===== config.mk =====
export PLATFORM = sky130hd
export DESIGN_NAME = bram_port_master
export DESIGN_NICKNAME = d
export VERILOG_FILES = /design/src/rtl/bram_port_master.sv
export SDC_FILE = /design/constraint.sdc
export NUM_CORES = 1
export LEC_CHECK = 0
export BUFFER_PORTS_ARGS = -buffer_cell sky130_fd_sc_hd__buf_2
export CAP_MARGIN = 20
export CORE_MARGIN = 2
export CORE_UTILIZATION = 31
export CTS_CLUSTER_SIZE = 25
export DETAILED_ROUTE_END_ITERATION = 12
export SYNTH_ARGS = -nofsm -noshare
export SYNTH_HDL_FRONTEND = slang
export SYNTH_SLANG_ARGS = --single-unit

===== constraint.sdc =====
create_clock -name CLK -period 3.5 [get_ports CLK]
set_input_delay 0.175 -clock CLK [delete_from_list [all_inputs] [get_ports CLK]]
set_output_delay 0.175 -clock CLK [all_outputs]
set_load 0.02 [all_outputs]

===== src/rtl/bram_port_master.sv =====
// bram_port_master: valid/ready initiator for one BRAM port.
// Requests drive the BRAM pins combinationally. Read data (1-cycle latency)
// is captured into a credit-controlled response FIFO.
// Optional build macro: BRAM_PORT_MASTER_STATS_EN adds the stat_rd/stat_wr counters.
module bram_port_master #(
  parameter int unsigned ADDR_W     = 11,
  parameter int unsigned DATA_W     = 8,
  parameter int unsigned FIFO_DEPTH = 3
) (
  input  logic              CLK,
  input  logic              RST,
  input  logic              req_valid,
  output logic              req_ready,
  input  logic              req_we,
  input  logic [ADDR_W-1:0] req_addr,
  input  logic [DATA_W-1:0] req_data,
  input  logic [DATA_W-1:0] req_wem,
  output logic              rsp_valid,
  input  logic              rsp_ready,
  output logic [DATA_W-1:0] rsp_data,
  output logic [ADDR_W-1:0] A,
  output logic [DATA_W-1:0] D,
  output logic              WE,
  output logic [DATA_W-1:0] WEM,
  output logic              CE,
  input  logic [DATA_W-1:0] Q
`ifdef BRAM_PORT_MASTER_STATS_EN
  ,
  output logic [31:0]       stat_rd,
  output logic [31:0]       stat_wr
`endif
);

  localparam int unsigned PTR_W = (FIFO_DEPTH > 1) ? $clog2(FIFO_DEPTH) : 1;
  localparam int unsigned CNT_W = $clog2(FIFO_DEPTH + 1);
  localparam logic [PTR_W-1:0] PTR_LAST = PTR_W'(FIFO_DEPTH - 1);
  localparam logic [CNT_W-1:0] CNT_FULL = CNT_W'(FIFO_DEPTH);

  logic              pend;
  logic [CNT_W-1:0]  cnt;
  logic [PTR_W-1:0]  wr_ptr;
  logic [PTR_W-1:0]  rd_ptr;
  logic [DATA_W-1:0] mem [FIFO_DEPTH];
  logic [CNT_W:0]    inflight;
  logic              acc;
  logic              push;
  logic              pop;

  // Credit gate: accept only while every outstanding read has a FIFO slot
  always_comb begin
    inflight  = (CNT_W + 1)'(cnt) + (CNT_W + 1)'(pend);
    req_ready = ~RST & (32'(inflight) < FIFO_DEPTH);
    acc       = req_valid & req_ready;
  end

  // BRAM port pins follow the accepted request in the same cycle
  always_comb begin
    CE  = acc;
    A   = req_addr;
    D   = req_data;
    WE  = acc & req_we;
    WEM = (acc & req_we) ? req_wem : '0;
  end

  // FIFO handshake and response view
  always_comb begin
    push      = pend;
    rsp_valid = (cnt != '0);
    pop       = rsp_valid & rsp_ready;
    rsp_data  = mem[rd_ptr];
  end

  // Read-pending flag, occupancy and pointers (modulo FIFO_DEPTH)
  always_ff @(posedge CLK) begin
    if (RST) begin
      pend   <= 1'b0;
      cnt    <= '0;
      wr_ptr <= '0;
      rd_ptr <= '0;
    end else begin
      pend <= acc & ~req_we;
      if (push & ~pop) begin
        cnt <= cnt + CNT_W'(1);
      end else if (~push & pop) begin
        cnt <= cnt - CNT_W'(1);
      end
      if (push) begin
        wr_ptr <= (wr_ptr == PTR_LAST) ? '0 : wr_ptr + PTR_W'(1);
      end
      if (pop) begin
        rd_ptr <= (rd_ptr == PTR_LAST) ? '0 : rd_ptr + PTR_W'(1);
      end
    end
  end

  // Capture BRAM read data into the slot at wr_ptr
  always_ff @(posedge CLK) begin
    if (push) begin
      mem[wr_ptr] <= Q;
    end
  end

  // Credit rule makes a push into a full FIFO impossible
  always_ff @(posedge CLK) begin
    if (!RST) begin
      assert (!(push && cnt == CNT_FULL));
    end
  end

`ifdef BRAM_PORT_MASTER_STATS_EN
  // Saturating counters of accepted reads and writes
  always_ff @(posedge CLK) begin
    if (RST) begin
      stat_rd <= '0;
      stat_wr <= '0;
    end else begin
      if (acc & ~req_we & (stat_rd != 32'hFFFF_FFFF)) begin
        stat_rd <= stat_rd + 32'd1;
      end
      if (acc & req_we & (stat_wr != 32'hFFFF_FFFF)) begin
        stat_wr <= stat_wr + 32'd1;
      end
    end
  end
`endif

endmodule


==> results.md <==
* Main combinational cell family by area after synthesis: simple AND/OR/NAND/NOR gates
* Post-Synth Adder-Cell Area at 0.0254
* CTS resizes at 0
* Hpwl dp at 1.85 mm
* HP Start: req_we
* Diodes inserted at 0
* Final routed DRC violation total at 0
* CTS tree: yes
* Critical R2R Launch: cnt[0]
* Post-synthesis compound-gate area fraction at 0.0525
* Rel. slew slack at 0.474
* Peak Freq at 463 MHz
* Detailed Route WL at 2.55 mm
* Root Driver: clkbuf_8
* RSZ-0062 raised after global routing: no
* First-pass GRT wire length at 4.12 mm
* R2R Setup Slk at 1.93 ns
* Synth cell types at 24
* Clock latency on the worst-skew pair at 0.28 ns
* PortBufs at 40
* H-tree depth at 2
* Worst hold path type: input port to flip-flop
* Num Clock Sinks at 33
* Max-cap viol count at 0
* Yosys warns at 0
* Slew Viols, Final at 0
* Hold Path Cell Cnt at 2
* Clk_skew at 0.00430 ns
* Post-synthesis sequential area ratio at 0.610
* Grt ovf at 0
* Die width at 73.0 um
* Initial antenna violation count at 0
* Crit start category: flip-flop
* Reg clk slew, reported paths at 0.06 ns
* Final GP Congestion at 0.729
* FF-to-FF path depth at 4
* CP Capture Type: output port
* Vias at 907
* Vert. Die Dim at 73.0 um
* Critical path type: flip-flop to output port
* Overall power at 0.000947 W
* Area of the core at 4660 sq um
* Worst r2r dst: cnt[1]
* Worst hold endpoint: pend
* Share of post-route cells with drive strength above 1 at 0.407
* Mux contribution to synthesized area at 0.0686
* WP data arrival at 1.98 ns
* Worst slew pin tran at 0.787 ns
* Cell Pwr Density at 567 nW/um^2
* DR WL/cell at 12.8 um
* Initial drt markers at 30
* Initial Util at 0.317
* Number of detailed-route iterations in the first pass at 4
* Synth Area per Inst at 12.5 sq um
* Minimum clock period at 2.16 ns
* Setup violators final at 0
* Area grow syn2layout at 13.2%
* Max Root-Sink Buffers at 2
* Synth Area in XOR/XNOR at 0.0119
* Setup bufs post-CTS at 0
* Run status: completed
* Via density at 4.56
* Mapped cell area at 1480 sq um
* Site Rows at 25
* Routed Antenna Nets at 0
* Final hold vios at 0
* Die area at 5330 sq um
* Synth Net Count at 161
* Max FO, Critical Path at 9
* Hold-fix buffer count after cts at 0
* Post-route setup TNS at 0 ns
* Clock buffer count from CTS at 5
* Post-Synth Simple-Gate Area at 0.119
* Seq cells post-synth at 33
* Leak at 0.676 nW
* Largest net degree at the start of global routing at 17
* Final period util at 0.617
* Ports at 79
* Maximum vdd drop at 0.236 mV
* Total GRT Usage at 0.105
* CP required at 3.32 ns
* Vias in the first global route at 970
* Syn Inst Count at 118
* Final net count at 187
## worst max path at each step
stage	end	from	cells past startpoint	slack, ns
2_1_floorplan	WEM[2]	pend	6	1.51
3_3_place_gp	WEM[3]	pend	6	1.69
3_5_place_dp	WEM[3]	pend	6	1.62
4_1_cts	WEM[3]	pend	6	1.31
5_1_grt	WEM[3]	pend	6	1.16
6_report	WEM[0]	pend	6	1.34
## critical path, cell delays in order (launching register included)
cell,delay [ns]
dfxtp_1,0.36
ha_1,0.22
ha_1,0.28
a211oi_2,0.21
and3_1,0.31
and2_2,0.17
buf_2,0.16
## registers in the layout, summed over array words and instances (netlist names), named ones only
signal	count
wr_ptr	2
pend	1
mem	24
rd_ptr	2
cnt	2
## cell usage in the layout (no fill, tap or decap), drive strengths merged
master / synthesis / final
and3: 1 / 1
o21ai: 10 / 10
edfxtp: 24 / 24
and2: 9 / 9
xor2: 2 / 2
mux2i: 9 / 9
clkinv: 0 / 2
a211oi: 1 / 1
dfxtp: 9 / 9
or2: 1 / 1
ha: 3 / 3
clkbuf: 1 / 6
nor2b: 2 / 2
or3: 2 / 2
buf: 21 / 41
nor3b: 1 / 1
a21oi: 3 / 3
nand2: 11 / 11
mux2: 1 / 1
nor2: 6 / 6
inv: 1 / 1
## cells by family after synthesis
logic type               after synthesis
AO/OA/AOI/OAI                         14
XOR/XNOR                               2
adder cells (fa/ha/maj)                3
buffers and inverters                 23
flip-flops                            33
multiplexers                          10
AND/OR/NAND/NOR                       33
## power breakdown
group          internal (W)  total (W)  switching (W)
Sequential         0.000445   0.000481      0.0000365
Combinational     0.0000910   0.000202       0.000111
Clock              0.000137   0.000264       0.000127
Total              0.000673   0.000947       0.000274
## metal layers
layer | track usage | part of all wire | wire, um | vias up
met3 | 0.0608 | 0.10 | 257 | 8
li1 | - | - | - | 442
met4 | 0.0473 | 0.020 | 51 | 0
met1 | 0.103 | 0.40 | 1020 | 397
met5 | 0 | 0 | 0 | -
met2 | 0.177 | 0.48 | 1210 | 60
## Yosys cell counts, drive strengths merged
library cell | instances | share of area
a21oi | 3 | 0.010
mux2i | 9 | 0.061
o21ai | 10 | 0.034
nor3b | 1 | 0.0051
or3 | 2 | 0.0085
clkbuf | 1 | 0.0025
and2 | 9 | 0.045
a211oi | 1 | 0.0085
mux2 | 1 | 0.0076
buf | 21 | 0.11
xor2 | 2 | 0.012
edfxtp | 24 | 0.49
inv | 1 | 0.0025
and3 | 1 | 0.0042
nand2 | 11 | 0.028
ha | 3 | 0.025
nor2 | 6 | 0.015
nor2b | 2 | 0.0085
or2 | 1 | 0.0042
dfxtp | 9 | 0.12
## cell type report
| cell class | instances | area [sq um] |
|---|---|---|
| Clock inverter | 2 | 10.0 |
| Timing Repair Buffer | 41 | 208 |
| Tap cell | 54 | 67.6 |
| Inverter | 1 | 3.75 |
| Sequential cell | 33 | 901 |
| Fill cell | 474 | 2990 |
| Clock buffer | 6 | 72.6 |
| Multi-Input combinational cell | 62 | 409 |
## stage by stage
step	instances	worst slack, ns	cell area [sq um]	hold slack [ns]	utilization
6_report	199	1.34	1670	0.0659	0.359
5_1_grt	199	1.16	1670	0.0645	0.359
4_1_cts	199	1.31	1670	0.0584	0.359
3_5_place_dp	191	1.62	1590	0.350	0.341
3_3_place_gp	191	1.69	1590	0.345	0.341
2_1_floorplan	118	1.51	1480	0.244	-
No activity file was read; power rests on OpenSTA's default activity.
